### src/rtl/core_sequencer.sv
// core_sequencer: multi-cycle fetch/decode/exec/mem/wb control FSM.
// Owns pc, instret, instr_q; runs imem/dmem req/ack handshakes.
// Ports: clk, rstn (async, active-low);
//   imem_req/addr/ack/rdata: instruction fetch handshake;
//   instr_q: latched word to decoder; dec_*, imm, branch_taken: decoder/ALU;
//   dmem_req/we/ack: data handshake; rf_we: regfile strobe;
//   pc, retire, instret, halted: architectural status.
module core_sequencer #(
  parameter logic [31:0] RESET_PC = 32'h0000_0000
) (
  input  logic        clk,
  input  logic        rstn,
  output logic        imem_req,
  output logic [31:0] imem_addr,
  input  logic        imem_ack,
  input  logic [31:0] imem_rdata,
  output logic [31:0] instr_q,
  input  logic        dec_load,
  input  logic        dec_store,
  input  logic        dec_branch,
  input  logic        dec_jal,
  input  logic        dec_rd_we,
  input  logic [4:0]  dec_rd,
  input  logic        dec_illegal,
  input  logic [31:0] imm,
  input  logic        branch_taken,
  output logic        dmem_req,
  output logic        dmem_we,
  input  logic        dmem_ack,
  output logic        rf_we,
  output logic [31:0] pc,
  output logic        retire,
  output logic [31:0] instret,
  output logic        halted
);

  localparam logic [2:0] S_BOOT   = 3'd0;
  localparam logic [2:0] S_FETCH  = 3'd1;
  localparam logic [2:0] S_DECODE = 3'd2;
  localparam logic [2:0] S_EXEC   = 3'd3;
  localparam logic [2:0] S_MEM    = 3'd4;
  localparam logic [2:0] S_WB     = 3'd5;
  localparam logic [2:0] S_HALT   = 3'd6;

  localparam logic [31:0] NOP = 32'h0000_0013;

  logic [2:0]  state_q;
  logic [2:0]  state_d;
  logic [31:0] target_q;
  logic [31:0] target_d;
  logic        store_q;
  logic        take;
  logic        in_wb;
  logic        wb_ok;

  assign take     = (dec_branch & branch_taken) | dec_jal;
  assign target_d = pc + (take ? imm : 32'd4);

  assign in_wb = (state_q == S_WB);
  assign wb_ok = in_wb && (target_q[1:0] == 2'b00);

  // store_q is captured in EXEC so dmem_we depends on state regs only
  assign imem_req  = (state_q == S_FETCH);
  assign imem_addr = pc;
  assign dmem_req  = (state_q == S_MEM);
  assign dmem_we   = (state_q == S_MEM) & store_q;
  assign halted    = (state_q == S_HALT);
  assign retire    = wb_ok;
  assign rf_we     = wb_ok & dec_rd_we & (dec_rd != 5'd0);

  always_comb begin
    state_d = state_q;
    unique case (state_q)
      S_BOOT:   state_d = S_FETCH;
      S_FETCH:  if (imem_ack) state_d = S_DECODE;
      S_DECODE: state_d = dec_illegal ? S_HALT : S_EXEC;
      S_EXEC:   state_d = (dec_load | dec_store) ? S_MEM : S_WB;
      S_MEM:    if (dmem_ack) state_d = S_WB;
      S_WB:     state_d = wb_ok ? S_FETCH : S_HALT;
      S_HALT:   state_d = S_HALT;
      default:  state_d = S_HALT;
    endcase
  end

  always_ff @(posedge clk or negedge rstn) begin
    if (!rstn) begin
      state_q  <= S_BOOT;
      instr_q  <= NOP;
      target_q <= RESET_PC;
      store_q  <= 1'b0;
      pc       <= RESET_PC;
      instret  <= 32'd0;
    end else begin
      state_q <= state_d;
      if (imem_req && imem_ack) begin
        instr_q <= imem_rdata;
      end
      if (state_q == S_EXEC) begin
        target_q <= target_d;
        store_q  <= dec_store;
      end
      if (wb_ok) begin
        pc      <= target_q;
        instret <= instret + 32'd1;
      end
    end
  end

endmodule

### config.mk
export PLATFORM = sky130hd
export DESIGN_NAME = core_sequencer
export DESIGN_NICKNAME = d
export VERILOG_FILES = /design/src/rtl/core_sequencer.sv
export SDC_FILE = /design/constraint.sdc
export NUM_CORES = 1
export LEC_CHECK = 0
export ABC_AREA = 1
export CORE_ASPECT_RATIO = 1.5
export CORE_MARGIN = 4
export CORE_UTILIZATION = 50
export CTS_CLUSTER_DIAMETER = 150
export CTS_CLUSTER_SIZE = 40
export DETAILED_ROUTE_END_ITERATION = 8
export HOLD_SLACK_MARGIN = 0.08
export PLACE_DENSITY = 0.88
export REMOVE_ABC_BUFFERS = 1
export SYNTH_ARGS = -nofsm -noshare
export SYNTH_HDL_FRONTEND = slang
export SYNTH_SLANG_ARGS = --single-unit
### constraint.sdc
create_clock -name clk -period 2.4 [get_ports clk]
set_input_delay 0.36 -clock clk [delete_from_list [all_inputs] [get_ports clk]]
set_output_delay 0.36 -clock clk [all_outputs]
set_load 0.05 [all_outputs]
**Word-level counts from Yosys, hierarchy flattened**

Cells that the tools add are included.

- Register bits after elaboration: 132
- Input bits: 80
- Output and inout bits: 134
- Word-level logic and storage cells: 35

- Add/subtract/negate cells: 2
- Eq/ne operators: 8
- Mux-type cells: 7
- Bitwise gates (word level): 6
- Reduce and logical (&&, ||, !) cells: 6

Operator list:

| kind | number |
|---|---|
| 32-bit by 1-bit adder with 32-bit output (second input constant) | 1 |
| 32-bit adder | 1 |
| 32-bit two-way mux | 1 |
| 3-bit case mux with 6 select lines | 1 |
| 3-bit two-way mux | 4 |
| 3-bit == test (second input constant) | 3 |
| 3-bit by 2-bit == test with 1-bit output (second input constant) | 2 |
| 5-bit nonzero test | 1 |
| 1-bit AND | 4 |
| 2-bit by 1-bit != test with 1-bit output (second input constant) | 2 |
| 3-bit by 1-bit == test with 1-bit output (second input constant) | 1 |
| 3-bit logical NOT | 1 |
| 1-bit logical AND | 2 |
| 2-bit logical NOT | 1 |
| 1-bit bitwise OR | 2 |
| 2-bit AND reduction | 1 |
| 1-bit two-way mux | 1 |

**Longest topological paths before layout**

Gate-level depths: netlist of run 1.

- Word-level depth: 4
- Gate-level depth with buffers: 19
- Mapped depth without buffers: 18

**Worst setup path before layout of run 1**

OpenSTA, ideal clock, no wires.

- Kind: input-to-reg
- Start point: in dec_branch
- End point: reg target_q[30]
- Setup time: 117 ps
- Data arrival time: 2509 ps
- Data required time: 2283 ps
- Slack: -226 ps
- Stages on the path: 18
- Path buffers: 1
- Cell sequence: nand2_1 -> inv_1 -> or2_2 -> inv_1 -> clkbuf_1 -> nor2_1 -> ha_1 -> fa_1 -> nand3_1 -> nand3_1 -> nand2_1 -> nand2_1 -> nand2_1 -> nand2_1 -> nand2_1 -> nand3_1 -> nand3_1 -> nand2_1

- Cells in the longest elaborated chain, start to end: 4

RTL lines:

| what | line | RTL |
|---|---|---|
| from (decl) | 20 | `input logic dec_branch,` |
| 1-bit AND | 56 | `assign take = (dec_branch & branch_taken) \| dec_jal;` |
| 1-bit bitwise OR | 56 |  |
| 32-bit two-way mux | 57 | `assign target_d = pc + (take ? imm : 32'd4);` |
| 32-bit adder | 57 |  |
| to (signal assigned) | 99 | `target_q <= target_d;` |
| to (decl) | 49 | `logic [31:0] target_q;` |

Every way passes these cells.
A chain may end at the register's enable or synchronous reset.

**Worst setup path in the final report of run 1**

- Start point: reg target_q[1]
- End point: out rf_we

- Cells in the longest elaborated chain, start to end: 4

RTL lines:

| what | line | RTL |
|---|---|---|
| 2-bit logical NOT | 60 | `assign wb_ok = in_wb && (target_q[1:0] == 2'b00);` |
| 1-bit logical AND | 60 |  |
| 1-bit AND (2 in a row) | 69 | `assign rf_we = wb_ok & dec_rd_we & (dec_rd != 5'd0);` |
| to (decl) | 30 | `output logic rf_we,` |

Every way passes these cells.

==> impl_metrics.yaml, run 1 <==
floorplan:
  dieHeight_um: 167
  initial_core_util_pct: 50.8
  rows: 58
  die_w_um: 114
  num_io_pins: 214
  fp.coreArea_sq_mm: 0.0167
  die_area_sq_mm: 0.0191
critical_path:
  worstPathCellList: "nor2_1 > nand3_4 > inv_8 > nand2_1 > a21oi_2 > buf_12"
  critical-path-slowest-cell: "dfrtp_1"
  worst-r2r-cell-count: 8
  regToRegStartpoint: "imem_addr[0]$_DFFE_PN0P_"
  worstSetupStartpointType: "flop"
  cp.buffers_inverters: 2
  critical_path.max_stage_delay_ns: 0.39
  worst_ep_arrival_time_ns: 1.90
  crit_path_max_fanout: 16
  worst_path_required_ns: 2.04
  setup.worst_path.end_class: "output pin"
  cpLargestDelayFamily: "simple AND/OR/NAND/NOR gates"
  critical_path_class: "reg2out"
  reg2reg_setup_slack_ns: 0.38
  worstReg2RegEnd: "target_q[10]$_DFFE_PN0P_"
pwr:
  seqPwrFrac_pct: 23.6
  cellLeakagePower_uw: 0.00639
  net-switching-power_uw: 7930
  clock_power_share_pct: 16.2
  powerDensity_mw_per_mm2: 1290
  internal-power_uw: 8360
  worst_ir_drop_vdd_v: 0.000981
  power_frac_comb_pct: 60.2
  sw_frac_of_total_pct: 48.7
placement:
  io_buffers: 213
  dp_hpwl_um: 20300
  gp_congestion: 0.980
  pre_cts_setup_slack_ns: -0.794
  placement.cell_area_sq_mm: 0.0112
timing:
  final-setup-viol-count: 0
  hold_ws_ns: 0.412
  worst_slew_pin_slew_ns: 0.532
  clock-skew-final_ns: 0.0173
  achievable-frequency_ghz: 0.443
  report.final.hold_viol_count: 0
  timing.max_slew.rel_slack_pct: 64.4
  report.final.slew_viol_count: 0
  fin_crit_ns: 2.26
  grt_setup_unrepaired: "no"
  min_period_over_period_pct: 94.1
  post-route-worst-setup-slack_ns: 0.140
  finalSetupTns_ns: 0
logic_synthesis:
  yosys_most_used_dff: "dfrtp_1"
  syn_area_sq_mm: 0.00847
  synth_top_cell_area_share_pct: 38.1
  synth-seq-cells: 132
  yosysWarnings: 0
  synthMostInstantiatedCell: "nand2_1"
  synth_cells: 1144
  synth_commonest_cells: "nand2_1 (416), inv_1 (171), dfrtp_1 (129)"
  mean_area_per_synthesized_cell_sq_um: 7.41
  yosysSeqAreaShare_pct: 39.0
  synth.largest_area_cell: "dfrtp_1"
  yosys.cell_types.count: 36
  async_reset_ff_share_pct: 100
  netlist_top_cells_area: "dfrtp_1 (38%), nand2_1 (18%), inv_1 (7.6%), mux2_4 (5.3%), ha_1 (4.9%)"
  number_of_flops_mapped_to_enable_cells_by_yosys: 0
clock_network:
  tritoncts: "done"
  cts_made_buffers: 17
  clock_insertion_delay_worst_skew_ns: 0.43
  clock_sinks: 132
  clockBufferDepth: 2
  root_buf_cell: "clkbuf_16"
  htree_num_levels: 4
  clk_pin_slew_worst_paths_ns: 0.07
detailed_routing:
  dr_wl_cell_um: 16.7
  drt-total-wl_um: 27400
  detail_route.first_pass.iterations: 5
  avgViaCountPerCell: 5.16
  drt-initial-drc-count: 497
  routed-via-count: 8471
  antenna_left: 0
  route.detailed.drc: 0
layout:
  share_of_final_layout_standard_cells_stronger_than_drive_strength_1_pct: 23.4
  utilization_of_the_core_after_routing_pct: 75.5
  syn2layout_area_growth_pct: 48.8
  insertedDiodeCount: 0
  layout.cell_area.non_filler_sq_mm: 0.0126
  design.final.nets: 1532
run:
  max_cap_viol_count: 0
global_route:
  grt_util_met1_pct: 29.3
  grt_busiest_layer: "met2"
  number_of_antenna_violations_at_the_first_check_in_global_routing: 0
  grt_pass1_vias: 8782
  gr-total-overflow: 0
  met3_usage_pct: 4.74
  maximum_number_of_pins_on_one_net_before_global_route_repair: 41
  wire_length_of_the_first_global_routing_pass_um: 42800
  globalRouteTotalUtil_pct: 28.3
  globalRouteMet2Util_pct: 53.0
status:
  status: "finished clean"
worst_hold_path:
  hold_class: "in2async"
[how the worst max path moves through the flow]
stage	endpoint	slack [ns]	depth (start not counted)	startpoint
final	rf_we	0.14	6	target_q[1]$_DFFE_PN0P_
after global routing	target_q[13]$_DFFE_PN0P_	0.03	17	dec_branch
after CTS	target_q[20]$_DFFE_PN0P_	-0.03	20	branch_taken
after detailed placement	target_q[19]$_DFFE_PN0P_	-0.79	17	dec_branch
after global placement	target_q[19]$_DFFE_PN0P_	-0.77	17	dec_branch
after floorplan	target_q[30]$_DFFE_PN0P_	-0.39	17	dec_branch
[placed cells by master, fill, tap and decap left out, drive strengths merged]
master,n
fa,1
clkdlybuf4s50,203
dfrtp,129
nand2,419
ha,33
o21bai,2
xnor2,30
nand3b,3
dlymetal6s2s,3
o21ai,28
a21o,1
dlygate4sd2,4
or2,2
a21oi,21
clkinvlp,3
nand4,8
bufinv,1
nor4,4
dlygate4sd3,1
inv,180
a31o,1
xor2,15
buf,97
and2,2
clkinv,4
nor2,115
nand3,56
nor3,13
clkbuf,17
dfstp,3
mux2,32
[cell families (layout without fill, tap and decap cells)]
group / after synthesis / in the layout / share of synthesized area (%)
muxes: 32 / 32 / 5.58
AOI/OAI and AO/OA: 53 / 53 / 3.26
adders and majority gates: 34 / 34 / 5.11
DFF: 132 / 132 / 39.0
xor gates and xnor gates: 45 / 45 / 4.65
buffers and inverters: 226 / 513 / 12.0
and+or+nand+nor: 622 / 622 / 30.4
[power groups by stage]
stage | Sequential [uW] | Combinational [uW] | Clock, uW
3_5_place_dp | 3820 | 8900 | 0
3_3_place_gp | 3790 | 8750 | 0
2_1_floorplan | 6300 | 3000 | 0
4_1_cts | 3800 | 9220 | 2650
5_1_grt | 3970 | 10400 | 2740
6_report | 3850 | 9810 | 2630
[flip-flops by register name (all words and copies together) (netlist names)]
signal     count
instret       32
instr_q       32
store_q        1
state_q        3
target_q      32
imem_addr     32
[through the flow]
step           total power, uW  instances
6_report                 16300       1641
5_1_grt                  17100       1641
4_1_cts                  15700       1634
3_5_place_dp             12700       1594
3_3_place_gp             12500       1594
2_1_floorplan             9300       1091
[cell type report]
type                            instances  area (sq um)
Tap cell                              210           263
Multi-Input combinational cell        786          4820
Fill cell                            1160          4080
Inverter                              173           664
Timing Repair Buffer                  308          2970
Clock buffer                           17           425
Clock inverter                         15           165
Sequential cell                       132          3310
[repair_timing]
| action | 4_1_cts | 5_1_grt |
|---|---|---|
| setup endpoints to repair | 30 | 25 |
| endpoints found under the hold margin | 33 | 0 |
| hold buffers | 1 | 0 |
| setup buffers | 6 | 7 |
| cloned | 1 | 0 |
| pin swaps | 21 | 61 |
| resized for setup | 80 | 120 |
[layer usage]
metal  share of wire (%)  routed length, um
met1                  35               9650
met2                  52              14400
met3                 6.5               1790
met5                   0                  0
met4                 5.8               1590
Note: power is estimated with default switching activity, not from simulation.
==> run 2: changes to the inputs <==
- CELL_PAD_IN_SITES_DETAIL_PLACEMENT: unset -> 1
- CELL_PAD_IN_SITES_GLOBAL_PLACEMENT: unset -> 1
- CORE_UTILIZATION: 50 -> 36
- PLACE_DENSITY: 0.88 -> 0.89
==> run 2 against run 1 <==
Against the previous run: final area is 3.2% higher; total power is 6.8% higher; sequential power rose by 2%; non-clock buffer count up 4.
==> impl_metrics.yaml, run 2 (synthesized netlist as in run 1, its figures left out) <==
layout:
  final_cell_mix: "nand2_1 (358), clkdlybuf4s50_1 (203), inv_1 (163)"
  utilization_of_the_core_after_routing_pct: 56.2
  design.final.nets: 1536
  final.fill_count: 2762
  insertedDiodeCount: 0
  syn2layout_area_growth_pct: 53.5
  ff_latch_area_sq_mm: 0.00331
  mostFrequentLayoutCell: "nand2_1"
  share_of_final_layout_standard_cells_stronger_than_drive_strength_1_pct: 23.6
  multi_input_comb_area_sq_mm: 0.00490
clock_network:
  clk_pin_slew_worst_paths_ns: 0.06
  clock_insertion_delay_worst_skew_ns: 0.45
  root_buf_cell: "clkbuf_16"
  tritoncts: "done"
  clockBufferDepth: 2
  htree_num_levels: 4
  cts_made_buffers: 17
  clock_sinks: 132
critical_path:
  critical-path-slowest-cell: "ha_1"
  worstSetupStartpointType: "input pin"
  worstReg2RegEnd: "target_q[30]$_DFFE_PN0P_"
  cpLargestDelayFamily: "simple AND/OR/NAND/NOR gates"
  critPathMostFrequentCell: "nand2_1"
  reg2reg_setup_slack_ns: 0.33
  worstPathCellList: "clkbuf_2 > nand2_1 > inv_1 > or2_4 > inv_6 > buf_12 > buf_12 > buf_12 > nor2_1 > ha_1 > nand2_4 > nor2_2 > nand2_1 > nand2_1 > buf_4 > inv_1 > nand2_1 > nand2_1 > nand3_1 > nand2_1"
  worst_ep_arrival_time_ns: 2.64
  worst_path_required_ns: 2.72
  critical_path_class: "in2reg"
  setup.worst_path.end_class: "flop"
  regToRegStartpoint: "imem_addr[0]$_DFFE_PN0P_"
  crit_path_max_fanout: 6
  worst-r2r-cell-count: 13
  critical_path.max_stage_delay_ns: 0.40
  cp-startpoint: "branch_taken"
  cp.buffers_inverters: 8
global_route:
  grt_util_met1_pct: 24.8
  globalRouteTotalUtil_pct: 25.9
  maximum_number_of_pins_on_one_net_before_global_route_repair: 53
  grt_busiest_layer: "met2"
  globalRouteMet2Util_pct: 49.2
  wire_length_of_the_first_global_routing_pass_um: 52900
  met3_usage_pct: 5.54
  gr-total-overflow: 0
  grt_pass1_vias: 10100
  number_of_antenna_violations_at_the_first_check_in_global_routing: 0
timing:
  clock-skew-final_ns: 0.0183
  min_period_over_period_pct: 96.7
  final-setup-viol-count: 0
  report.final.slew_viol_count: 0
  report.final.hold_viol_count: 0
  achievable-frequency_ghz: 0.431
  fin_crit_ns: 2.32
  timing.max_slew.rel_slack_pct: 61.2
  post-route-worst-setup-slack_ns: 0.0793
  worst_slew_pin_slew_ns: 0.577
pwr:
  clock_power_share_pct: 17.6
  cellLeakagePower_uw: 0.00652
  seqPwrFrac_pct: 22.5
  internal-power_uw: 9050
  sw_frac_of_total_pct: 48.0
  net-switching-power_uw: 8350
  powerDensity_mw_per_mm2: 1340
  worst_ir_drop_vdd_v: 0.000647
  power_frac_comb_pct: 59.8
status:
  status: "finished clean"
detailed_routing:
  route.detailed.drc: 0
  routed-via-count: 8849
  antenna_left: 0
  detail_route.first_pass.iterations: 5
  avgViaCountPerCell: 5.06
  drt-total-wl_um: 35300
  drt-initial-drc-count: 418
  dr_wl_cell_um: 20.2
run:
  max_cap_viol_count: 0
placement:
  gp_congestion: 0.935
  io_buffers: 213
  pre_cts_setup_slack_ns: -0.896
  dp_hpwl_um: 23800
floorplan:
  dieHeight_um: 196
  initial_core_util_pct: 36.6
  die_w_um: 133
  num_io_pins: 214
  fp.coreArea_sq_mm: 0.0231
  rows: 68
  die_area_sq_mm: 0.0261
worst_hold_path:
  hold_class: "in2async"
==> run 2: how the worst max path moves through the flow <==
stage	slack (ns)	to	cells past startpoint
global route	-0.05	target_q[21]$_DFFE_PN0P_	20
CTS	0.001	target_q[22]$_DFFE_PN0P_	21
finish	0.08	target_q[21]$_DFFE_PN0P_	20
detailed placement	-0.90	target_q[22]$_DFFE_PN0P_	19
global placement	-0.79	target_q[17]$_DFFE_PN0P_	18
floorplan	-0.39	target_q[30]$_DFFE_PN0P_	17
==> run 2: timing repair <==
action	4_1_cts	5_1_grt
pin swaps	35	32
endpoints found under the setup margin	31	29
hold endpoints to repair	48	0
hold buffers	1	0
gates resized for setup	130	83
gates cloned	2	0
buffers inserted	13	3
==> run 2: metrics by stage <==
step	std cells	hold slack (ns)	area, sq um	total power (uW)	setup TNS (ns)
floorplan	1091	0.0644	8110	9300	-4.97
global placement	1699	0.338	11300	12600	-17.71
detailed placement	1699	0.348	11300	13000	-19.99
CTS	1747	0.457	12700	16800	0
global route	1750	0.499	13000	18200	-0.145
finish	1750	0.439	13000	17400	0
==> run 2: power by group through the flow <==
stage          logic [uW]  clock network [uW]  registers [uW]
2_1_floorplan        3000                   0            6300
3_3_place_gp         8820                   0            3810
3_5_place_dp         9110                   0            3880
4_1_cts              9790                3090            3890
5_1_grt             11000                3210            4030
6_report            10400                3070            3920
==> run 2: area by class of cell <==
type | count | share of cell area [%]
inverters | 173 | 5.07
flip-flops and latches | 132 | 25.4
clock inverters | 12 | 1.73
repair buffers | 312 | 23.5
well taps | 315 | 3.03
clock buffers | 20 | 3.51
multi-input cells | 786 | 37.7
==> run 2: worst reg2reg max path, stage by stage, from the launching register on <==
cell	delay, ns
dfrtp_1	0.49
ha_4	0.23
fa_2	0.40
nand3_2	0.09
nand3_4	0.09
nand2_2	0.08
nand2_2	0.07
nand2_2	0.08
nand2_4	0.10
nand2_2	0.11
nand2_1	0.06
nand2_1	0.06
nand3_1	0.08
nand2_1	0.08
==> run 2: layer usage <==
layer,vias up,share of wire [%]
met2,351,55
met5,-,0
met1,4335,34
met3,135,4.7
li1,4028,-
met4,0,6.4
==> run 3: changes to the inputs <==
- CTS_CLUSTER_SIZE: 40 -> 10
==> results of run 3 <==
Same layout as run 2: the final DEF is identical, and so are final timing and power.
